$ cat src/rtl/usb_rx_ctrl.sv
// Low-speed USB receive controller: SYNC detect, NRZI decode, bit unstuffing,
// LSB-first byte assembly, EOP detection and stuff/framing error reporting.

package types;
  typedef enum logic [1:0] {
    SE0 = 2'b00,
    J   = 2'b01,
    K   = 2'b10
  } d_port_t;
endpackage

module usb_rx_ctrl #(
  parameter int IDLE_STROBES = 8
) (
  input  logic          clk,
  input  logic          reset,
  input  types::d_port_t q,
  input  logic          strobe,
  input  logic          rx_en,
  output logic [7:0]    rx_data,
  output logic          rx_valid,
  output logic          rx_active,
  output logic          rx_error,
  output logic          eop
);

  localparam int JW = $clog2(IDLE_STROBES + 1);

  typedef enum logic [2:0] {
    S_IDLE,
    S_SYNC,
    S_DATA,
    S_EOP,
    S_ERROR
  } state_t;

  state_t         state, state_nx;
  types::d_port_t prev, prev_nx;
  logic [2:0]     zcnt, zcnt_nx;
  logic [2:0]     bitcnt, bitcnt_nx;
  logic [2:0]     ones, ones_nx;
  logic [JW-1:0]  jcnt, jcnt_nx;
  logic [7:0]     sr, sr_nx;
  logic [7:0]     data_nx;
  logic           valid_nx, active_nx, error_nx, eop_nx;

  logic           is_j, is_k, is_se0, is_jk, bit_d;
  logic [7:0]     shifted;

  always_comb begin
    is_j    = (q == types::J);
    is_k    = (q == types::K);
    is_se0  = (q == types::SE0);
    is_jk   = is_j | is_k;
    bit_d   = (q == prev);
    shifted = {bit_d, sr[7:1]};
  end

  always_comb begin
    state_nx  = state;
    prev_nx   = prev;
    zcnt_nx   = zcnt;
    bitcnt_nx = bitcnt;
    ones_nx   = ones;
    jcnt_nx   = jcnt;
    sr_nx     = sr;
    data_nx   = rx_data;
    active_nx = rx_active;
    valid_nx  = 1'b0;
    error_nx  = 1'b0;
    eop_nx    = 1'b0;

    if (strobe) begin
      if (is_jk) begin
        prev_nx = q;
      end else if (is_se0) begin
        prev_nx = types::J;
      end

      case (state)
        S_IDLE: begin
          if (is_k) begin
            zcnt_nx  = 3'd1;
            state_nx = S_SYNC;
          end
        end
        S_SYNC: begin
          if (is_se0) begin
            state_nx = S_IDLE;
          end else if (is_jk) begin
            if (!bit_d) begin
              if (zcnt != 3'd7) zcnt_nx = zcnt + 3'd1;
            end else if (zcnt >= 3'd3) begin
              // The closing 1 of SYNC already counts toward the stuffing run.
              state_nx  = S_DATA;
              active_nx = 1'b1;
              bitcnt_nx = 3'd0;
              ones_nx   = 3'd1;
            end else begin
              state_nx = S_IDLE;
            end
          end
        end
        S_DATA: begin
          if (is_se0) begin
            state_nx  = S_EOP;
            error_nx  = (bitcnt != 3'd0);
            bitcnt_nx = 3'd0;
          end else if (is_jk) begin
            if (bit_d && ones == 3'd6) begin
              error_nx  = 1'b1;
              active_nx = 1'b0;
              state_nx  = S_ERROR;
              jcnt_nx   = '0;
            end else if (!bit_d && ones == 3'd6) begin
              ones_nx = 3'd0;
            end else begin
              ones_nx = bit_d ? ones + 3'd1 : 3'd0;
              sr_nx   = shifted;
              if (bitcnt == 3'd7) begin
                data_nx   = shifted;
                valid_nx  = 1'b1;
                bitcnt_nx = 3'd0;
              end else begin
                bitcnt_nx = bitcnt + 3'd1;
              end
            end
          end
        end
        S_EOP: begin
          if (is_j) begin
            eop_nx    = 1'b1;
            active_nx = 1'b0;
            state_nx  = S_IDLE;
          end else if (is_k) begin
            error_nx  = 1'b1;
            active_nx = 1'b0;
            state_nx  = S_ERROR;
            jcnt_nx   = '0;
          end
        end
        S_ERROR: begin
          if (is_j) begin
            if (jcnt == JW'(IDLE_STROBES - 1)) begin
              jcnt_nx  = '0;
              state_nx = S_IDLE;
            end else begin
              jcnt_nx = jcnt + JW'(1);
            end
          end else begin
            jcnt_nx = '0;
          end
        end
        default: state_nx = S_IDLE;
      endcase
    end

    // Transmitter owns the bus: park in IDLE and stay silent.
    if (!rx_en) begin
      state_nx  = S_IDLE;
      prev_nx   = types::J;
      zcnt_nx   = 3'd0;
      bitcnt_nx = 3'd0;
      ones_nx   = 3'd0;
      jcnt_nx   = '0;
      active_nx = 1'b0;
      valid_nx  = 1'b0;
      error_nx  = 1'b0;
      eop_nx    = 1'b0;
    end
  end

  always_ff @(posedge clk or negedge reset) begin
    if (!reset) begin
      state     <= S_IDLE;
      prev      <= types::J;
      zcnt      <= 3'd0;
      bitcnt    <= 3'd0;
      ones      <= 3'd0;
      jcnt      <= '0;
      sr        <= 8'h00;
      rx_data   <= 8'h00;
      rx_valid  <= 1'b0;
      rx_active <= 1'b0;
      rx_error  <= 1'b0;
      eop       <= 1'b0;
    end else begin
      state     <= state_nx;
      prev      <= prev_nx;
      zcnt      <= zcnt_nx;
      bitcnt    <= bitcnt_nx;
      ones      <= ones_nx;
      jcnt      <= jcnt_nx;
      sr        <= sr_nx;
      rx_data   <= data_nx;
      rx_valid  <= valid_nx;
      rx_active <= active_nx;
      rx_error  <= error_nx;
      eop       <= eop_nx;
    end
  end

endmodule
$ cat config.mk
export PLATFORM = sky130hd
export DESIGN_NAME = usb_rx_ctrl
export DESIGN_NICKNAME = d
export VERILOG_FILES = /design/src/rtl/usb_rx_ctrl.sv
export SDC_FILE = /design/constraint.sdc
export NUM_CORES = 1
export LEC_CHECK = 0
export BUFFER_PORTS_ARGS = -buffer_cell sky130_fd_sc_hd__buf_4
export CORE_MARGIN = 5
export CORE_UTILIZATION = 45
export CTS_BUF_LIST = sky130_fd_sc_hd__clkbuf_8
export CTS_CLUSTER_SIZE = 28
export DETAILED_ROUTE_END_ITERATION = 10
export GPL_ROUTABILITY_DRIVEN = 0
export PLACE_DENSITY = 0.71
export RECOVER_POWER = 50
export SLEW_MARGIN = 25
export SYNTH_ARGS = -nofsm -noshare
export SYNTH_HDL_FRONTEND = slang
export SYNTH_SLANG_ARGS = --single-unit
$ cat constraint.sdc
create_clock -name clk -period 1.7 [get_ports clk]
set_input_delay 0.34 -clock clk [delete_from_list [all_inputs] [get_ports clk]]
set_output_delay 0.34 -clock clk [all_outputs]
set_load 0.02 [all_outputs]
== Yosys cells after proc, flatten, opt, wreduce, memory -nomap -nowiden ==
Index checks and enable logic that the tools add are counted.
W data, S select, Z words.
Cells by class
  add/subtract/negate cells: 4
  order comparisons: 1
  equality and inequality tests: 39
  multiplexer cells: 92
  bitwise operators: 4
  reductions and logical operators: 15
Operators by type and width (number)
  $mux W3: 41
  $ne A3 B3 Y1 const B: 16
  $mux W4: 9
  $mux W1: 30
  $ne A4 B4 Y1 const B: 7
  $reduce_and A9 Y1: 3
  $reduce_and A7 Y1: 3
  $pmux W3 S2: 3
  $pmux W3 S5: 1
  $pmux W4 S3: 1
  $mux W2: 5
  $reduce_and A10 Y1: 1
  $add A3 B1 Y3 const B: 3
  $eq A3 B3 Y1 const B: 3
  $ne A3 B1 Y1 const B: 3
  $ne A4 B1 Y1 const B: 2
  $eq A3 B2 Y1 const B: 2
  $reduce_and A6 Y1: 1
  $add A4 B1 Y4 const B: 1
  $eq A4 B3 Y1 const B: 1
  $eq A3 B1 Y1 const B: 1
  $ge A3 B2 Y1 const B: 1
  $logic_not A3 Y1: 1
  $not A1 Y1: 3
  other kinds (12): 13
Word-level totals
  register bits after elaboration: 38
  bits of input ports: 6
  output and inout port bits: 12

== Depth between registers and ports, before layout ==
Gate-level depths: netlist (run 1).
  word-level depth: 10
  depth in mapped cells: 7
  gate-level depth less buffers: 7

== Worst setup path before layout (run 1) ==
Ideal clock, no wire load.
  path kind: input to register
  from: in q[0]
  to: reg jcnt[2]
  library setup time: 66 ps
  data arrival time: 1893 ps
  required time: 1634 ps
  path slack: -259 ps
  stages: 7
  buffers on the path: 0
  path through: inv_1 ha_1 nand2b_4 o41ai_2 a31oi_1 or4b_1 nand2_1
Between the ends
  cells in the longest elaborated chain, start to end: 5
  elaborated cells on any way between the ends: 16
  those cells by class: eq/ne: 8; mux: 4; bitwise: 1; reduce/logical: 3
Ends and longest elaborated chain
  start, declared: line 17  | input types::d_port_t q,
  $eq A2 B1 Y1: line 51  | is_j = (q == types::J);
  $mux W4: line 143  | if (is_j) begin
  $pmux W4 S3: line 80  | case (state)
  $mux W4: line 73  | if (strobe) begin
  $mux W4: line 159  | if (!rx_en) begin
  end signal, assigned: line 193  | jcnt <= jcnt_nx;
  end, declared: line 42  | logic [JW-1:0] jcnt, jcnt_nx;
Parallel ways exist; a longest one is shown, timed or not. The select of a mux whose other input is x is not followed.
A chain may end at the register's enable or synchronous reset.

== Final worst setup path (run 1) ==
  from: reg prev[0]
  to: reg ones[1]
Between the ends
  cells in the longest elaborated chain, start to end: 10
  elaborated cells on any way between the ends: 15
  those cells by class: eq/ne: 3; mux: 8; reduce/logical: 4
Ends and longest elaborated chain
  start, declared: line 38  | types::d_port_t prev, prev_nx;
  start signal, assigned: line 176  | prev <= types::J;
  start signal, assigned: line 189  | prev <= prev_nx;
  $eq A2 B2 Y1 (*): line 55  | bit_d = (q == prev);
  $logic_not A1 Y1: line 115  | end else if (!bit_d && ones == 3'd6) begin
  $logic_and A1 B1 Y1: line 115
  $mux W3: line 115
  $mux W3: line 110  | if (bit_d && ones == 3'd6) begin
  $mux W3: line 109  | end else if (is_jk) begin
  $mux W3: line 105  | if (is_se0) begin
  $pmux W3 S2: line 80
  $mux W3: line 73
  $mux W3: line 159
  end signal, assigned: line 192  | ones <= ones_nx;
  end, declared: line 41  | logic [2:0] ones, ones_nx;
Mark *: on every way between the ends. The rest lies on a longest branch, timed or not. The select of a mux whose other input is x is not followed.

==> results.py, run 1 <==
metrics = {
    "power": {
        "vdd_ir_drop_max_mv": 0.603,
        "power_density_nw_per_um2": 866,
        "total_leakage_power_nw": 1.50,
        "fin_total_pwr_mw": 2.76,
    },
    "sta": {
        "slew_headroom": 0.385,
        "tightest_slew_ns": 0.923,
        "hold_viol": 0,
        "hold_ws_ns": 0.158,
        "maxSlewViolCount": 0,
        "fmax_ghz": 0.544,
        "setup_viol": 23,
        "layout_setup_ws_ns": -0.137,
        "rsz0062_at_grt": "true",
        "skew_ns": 0.00836,
        "timing.final.crit_share": 1.08,
        "fin_crit_ns": 1.84,
    },
    "logic_synthesis": {
        "yosysUniqueCellTypes": 55,
        "synth_edf_count": 0,
        "synth_top_family_by_area": "simple AND/OR/NAND/NOR gates",
        "ys_async_sr_fraction": 1.00,
        "netlist_area_sq_um": 2130,
        "ys.flop_type": "dfrtp_1",
        "ys_seq_area_frac": 0.435,
        "synthMuxAreaShare": 0.0992,
        "yosys_register_bits": 37,
        "ys_warn_count": 0,
        "synthXorXnorAreaFrac": 0.0123,
        "synth_compound_area_frac": 0.166,
        "syn_nets": 226,
        "netlist_instances": 207,
        "synthAdderAreaFrac": 0.0763,
        "synth-simple-area-share": 0.169,
        "synth.avg_cell_area_sq_um": 10.3,
    },
    "finish": {
        "antenna_cells": 0,
        "drive_gt1_frac": 0.496,
        "final_cells": 336,
        "n_fill_cell": 323,
        "final_core_util": 0.683,
        "final_nets": 300,
        "area_delta_synth_final_pct": 49.4,
    },
    "floorplanning": {
        "start_util": 0.457,
        "dieHeight_um": 78.8,
        "core_area_sq_um": 4660,
        "die_width_um": 78.8,
        "rows": 25,
        "die-area_sq_um": 6210,
        "ios": 18,
    },
    "status": {
        "violations": "negative setup slack",
        "status": "complete, but fails checks",
    },
    "clocking": {
        "cts_tree": "yes",
        "hold_buffers": 0,
        "insertion_delay_ns": 0.30,
        "cts-root-buf": "clkbuf_8",
        "cts.path.max_buffers": 2,
        "path_clk_slew_ns": 0.08,
        "h-tree-depth": 2,
        "cts.sinks": 37,
        "cts_made_buffers": 5,
    },
    "route": {
        "vias": 1851,
        "via_per_inst": 5.51,
        "drt_wl_total_mm": 5.58,
        "post_drt_wl_per_cell_um": 16.6,
        "ant_nets": 0,
        "post-route-drc-count": 0,
        "dr.pass1.iters": 4,
        "drt_iter0_markers": 90,
    },
    "global_route": {
        "grt_max_degree": 38,
        "globalRouteMet1Util": 0.234,
        "grt_overflow": 0,
        "grt_pass1_vias": 1856,
        "antenna_found_initial": 0,
        "grt_pass1_wl_mm": 8.79,
        "use_met2": 0.304,
        "met3_usage": 0.0351,
        "grt.total_usage": 0.181,
        "top_usage_layer": "met2",
    },
    "placed_design": {
        "dp_cells": 322,
        "portBuffers": 17,
        "hpwl_mm": 3.65,
    },
    "worst_setup_path": {
        "critPathLaunchType": "flop",
        "critical_path.slowest_cell": "dfstp_2",
        "crit_path_max_incr_delay_ns": 0.59,
        "crit_path_end_kind": "flop",
        "critical_path_arrival_ns": 2.07,
        "path_class": "flop to flop",
        "path_max_fanout": 4,
        "timing.critical_path.mode_cell": "buf_6",
        "required_ns": 1.93,
        "crit_path_cell_trace": "xor2_4 -> buf_6 -> or4_4 -> o211ai_4 -> buf_6 -> nand2_4 -> a21oi_2",
    },
    "run": {
        "cap_viol_max_count": 0,
    },
    "min_path": {
        "holdCritPathClass": "input pin to async pin",
    },
}
## flip-flops by register name, summed over array words and instances (netlist names)
signal     count
bitcnt         3
eop            1
jcnt           4
ones           3
prev           2
rx_active      1
rx_data        8
rx_error       1
rx_valid       1
sr             7
state          3
zcnt           3
## cell usage after synthesis, types with 3 or more instances
master,number,share of area
a21oi_1,8,0.019
buf_2,3,0.0070
nand3_1,7,0.016
nor3_1,3,0.0070
ha_1,13,0.076
o21ai_0,7,0.016
inv_1,16,0.028
dfrtp_1,36,0.42
mux2_2,17,0.090
nor2_1,14,0.025
nor2b_1,3,0.0088
a32o_1,3,0.014
a31oi_1,4,0.012
or3_1,3,0.0088
nand2_1,17,0.030
o31ai_1,7,0.025
## critical path: cells and delay by family, from the launching register on
kind                      cells  cell delay (ns)
and+or+nand+nor               2             0.57
DFF                           1             0.59
buffers and inverters         2             0.27
AOI/OAI and AO/OA             2             0.24
xor gates and xnor gates      1             0.10
## final cells by class
| type | count | area (sq um) | area share |
|---|---|---|---|
| Clock buffer | 5 | 68.8 | 0.0216 |
| Clock inverter | 3 | 68.8 | 0.0216 |
| Inverter | 16 | 60.1 | 0.0189 |
| Multi-Input combinational cell | 148 | 1410 | 0.442 |
| Sequential cell | 37 | 931 | 0.292 |
| Tap cell | 54 | 67.6 | 0.0212 |
| Timing Repair Buffer | 73 | 579 | 0.182 |
## metrics by stage
stage          setup slack [ns]  instance area [sq um]  setup TNS, ns
2_1_floorplan           -0.0924                   2180         -0.236
3_3_place_gp             -0.229                   2730          -3.64
3_5_place_dp             -0.247                   2730          -4.43
4_1_cts                  -0.151                   2980          -1.30
5_1_grt                  -0.203                   3180          -3.11
6_report                 -0.137                   3180          -1.32
## metal layers
| metal | wire length (um) | up-vias |
|---|---|---|
| li1 | - | 901 |
| met1 | 2520 | 901 |
| met2 | 2740 | 40 |
| met3 | 195 | 9 |
| met4 | 118 | 0 |
| met5 | 0 | - |
## cell families after synthesis
group / Yosys count
adder cells (fa/ha/maj): 13
buffers and inverters: 22
AO/OA/AOI/OAI: 48
flip-flops: 37
XOR/XNOR: 3
multiplexers: 19
AND/OR/NAND/NOR: 65
## report_power, final
part	switching (mW)	internal, mW
registers	0.0521	0.927
logic	0.425	0.417
clock network	0.347	0.591
total	0.824	1.93
## path summary, 6_finish.rpt
kind / from / endpoint / slack [ns] / depth (start not counted)
max in group asynchronous: reset / state[1] / 0.91 / 1
max: prev[0] / ones[1] / -0.14 / 7
max reg2reg: prev[0] / ones[1] / -0.14 / 7
min in group clk: strobe / eop / 0.36 / 3
min reg2reg: rx_data[0] / rx_data[0] / 0.51 / 1
min: reset / jcnt[0] / 0.16 / 1
## cell usage in the layout, fill, tap and decap left out, types with 4 or more instances in the layout
cell type,netlist,routed
nand3_1,7,7
nand2_2,0,4
buf_6,0,9
a21oi_1,8,7
nor2_1,14,11
buf_4,1,63
o31ai_2,0,4
mux2_2,17,10
ha_1,13,10
dfrtp_1,36,33
clkbuf_8,0,5
nand2_1,17,11
inv_1,16,16
mux2_4,0,7
o21ai_0,7,5
## what timing repair did
action / in CTS / in global routing
pin swaps: 17 / 11
gates resized for setup: 14 / 47
cloned: 0 / 2
setup endpoints to repair: 31 / 32
buffers inserted: 4 / 0
Power figures use the tool's default switching activity.
==> inputs of run 2 (changes only) <==
- CTS_CLUSTER_DIAMETER: not set -> 60
- GPL_TIMING_DRIVEN: not set -> 0
==> results.py, run 2 (synthesis results as in run 1) <==
metrics = {
    "worst_setup_path": {
        "reg2regPathDepth": 5,
        "reg2reg_to": "jcnt[2]",
        "path_class": "flop to flop",
        "critPathLaunchType": "flop",
        "worstReg2RegStart": "prev[0]",
        "required_ns": 1.94,
        "rrSetupSlack_ns": -0.15,
        "worstSetupEndpoint": "jcnt[2]",
        "crit_path_end_kind": "flop",
        "path_max_fanout": 3,
        "worstSetupStartpoint": "prev[0]",
        "critical_path_arrival_ns": 2.08,
    },
    "clocking": {
        "h-tree-depth": 2,
        "path_clk_slew_ns": 0.07,
        "hold_buffers": 0,
        "cts-root-buf": "clkbuf_8",
        "cts.sinks": 37,
        "cts_tree": "yes",
        "cts.path.max_buffers": 2,
        "cts_made_buffers": 5,
        "insertion_delay_ns": 0.30,
    },
    "power": {
        "total_leakage_power_nw": 1.37,
        "power_density_nw_per_um2": 866,
        "vdd_ir_drop_max_mv": 0.618,
    },
    "global_route": {
        "grt_pass1_wl_mm": 8.58,
        "grt_overflow": 0,
        "grt.total_usage": 0.176,
        "grt_max_degree": 38,
        "antenna_found_initial": 0,
        "grt_pass1_vias": 1811,
    },
    "sta": {
        "fin_crit_ns": 1.85,
        "slew_headroom": 0.393,
        "hold_ws_ns": 0.162,
        "skew_ns": 0.00379,
        "timing.final.crit_share": 1.09,
        "hold_viol": 0,
        "maxSlewViolCount": 0,
        "fmax_ghz": 0.542,
        "setup_viol": 24,
        "tightest_slew_ns": 0.911,
        "rsz0062_at_grt": "true",
        "layout_setup_ws_ns": -0.145,
    },
    "finish": {
        "top_register": "rx_data",
        "final_cell_mix": "35 x buf_4, 35 x dfrtp_1, 16 x inv_1",
        "final_nets": 274,
        "drive_gt1_frac": 0.430,
        "area_delta_synth_final_pct": 38.8,
        "antenna_cells": 0,
        "top_regs": "rx_data (8), sr (7), jcnt (4)",
        "design_area_sq_um": 2960,
        "largest_reg_flops": 8,
        "n_fill_cell": 329,
        "final_core_util": 0.635,
    },
    "floorplanning": {
        "rows": 25,
        "die_width_um": 78.8,
        "ios": 18,
        "die-area_sq_um": 6210,
        "dieHeight_um": 78.8,
        "core_area_sq_um": 4660,
        "start_util": 0.457,
    },
    "route": {
        "dr.pass1.iters": 5,
        "dr_wl_met3_um": 301,
        "post-route-drc-count": 0,
        "post_drt_wl_per_cell_um": 17.1,
        "wl_met1_mm": 2.21,
        "ant_nets": 0,
        "drt_iter0_markers": 131,
        "via_per_inst": 5.95,
        "vias": 1843,
        "drt_wl_total_mm": 5.31,
        "top_layer": "met4",
        "route.met2.wl_mm": 2.56,
    },
    "status": {
        "violations": "negative setup slack",
        "status": "complete, but fails checks",
    },
    "run": {
        "cap_viol_max_count": 0,
    },
    "placed_design": {
        "place_area_sq_um": 2370,
        "portBuffers": 16,
        "dp_slack_ns": -0.409,
        "hpwl_mm": 3.10,
    },
    "min_path": {
        "holdCritPathClass": "input pin to async pin",
    },
}
-- run 2: cell types whose count changed in the layout (fill, tap and decap cells not counted), sizes merged --
cell	previous run	this run
buf	72	43
inv	17	16
nand2	17	18
bufinv	2	1
clkinvlp	0	1
clkbuf	6	9
-- run 2: critical path, stage by stage (launching register included) --
cell	delay, ns
dfstp_2	0.58
xor2_4	0.11
o41ai_4	0.39
a31oi_2	0.15
or4b_1	0.49
nand2_1	0.07
-- run 2: power by group --
| group | leakage (nW) | total [mW] | switching [mW] | internal, mW |
|---|---|---|---|---|
| Clock | 0.0574 | 0.806 | 0.329 | 0.477 |
| Sequential | 0.507 | 0.968 | 0.0413 | 0.927 |
| Combinational | 0.808 | 0.789 | 0.430 | 0.359 |
| Total | 1.37 | 2.56 | 0.801 | 1.76 |
-- run 2: area by class of cell --
type                       instances  area (sq um)  area share
multi-input combinational        149          1410       0.475
inverter                          16          60.1      0.0203
tap                               54          67.6      0.0228
sequential                        37           928       0.314
clock buffer                       6          82.6      0.0279
timing repair buffer              40           334       0.113
clock inverter                     2          37.5      0.0127
buffer                             6          43.8      0.0148
-- run 2: how the worst min path moves through the flow --
stage               startpoint  slack, ns   endpoint  cells after the start
CTS                      reset      0.007    jcnt[2]                      1
finish                   reset       0.16    jcnt[2]                      1
detailed placement       reset       0.33    jcnt[2]                      1
global route             reset       0.26    jcnt[2]                      1
global placement         reset       0.33    jcnt[2]                      1
floorplan                reset       0.04  bitcnt[0]                      0
-- run 2: timing repair --
| item | CTS | global route |
|---|---|---|
| setup endpoints to repair | 34 | 33 |
| cloned | 1 | 0 |
| resized for setup | 42 | 16 |
| pin swaps | 18 | 9 |
| setup buffers | 18 | 6 |
-- run 2: layer usage --
layer	vias to the layer above	GRT usage
met4	0	0.0911
li1	854	-
met2	60	0.280
met3	27	0.0454
met5	-	0
met1	902	0.220
-- run 2: per-stage QoR --
step	power, mW	std cells	TNS [ns]
4_1_cts	2.48	304	-1.48
3_5_place_dp	1.46	277	-8.99
3_3_place_gp	1.46	277	-8.50
5_1_grt	2.68	310	-3.87
2_1_floorplan	1.33	207	-0.236
6_report	2.56	310	-2.11
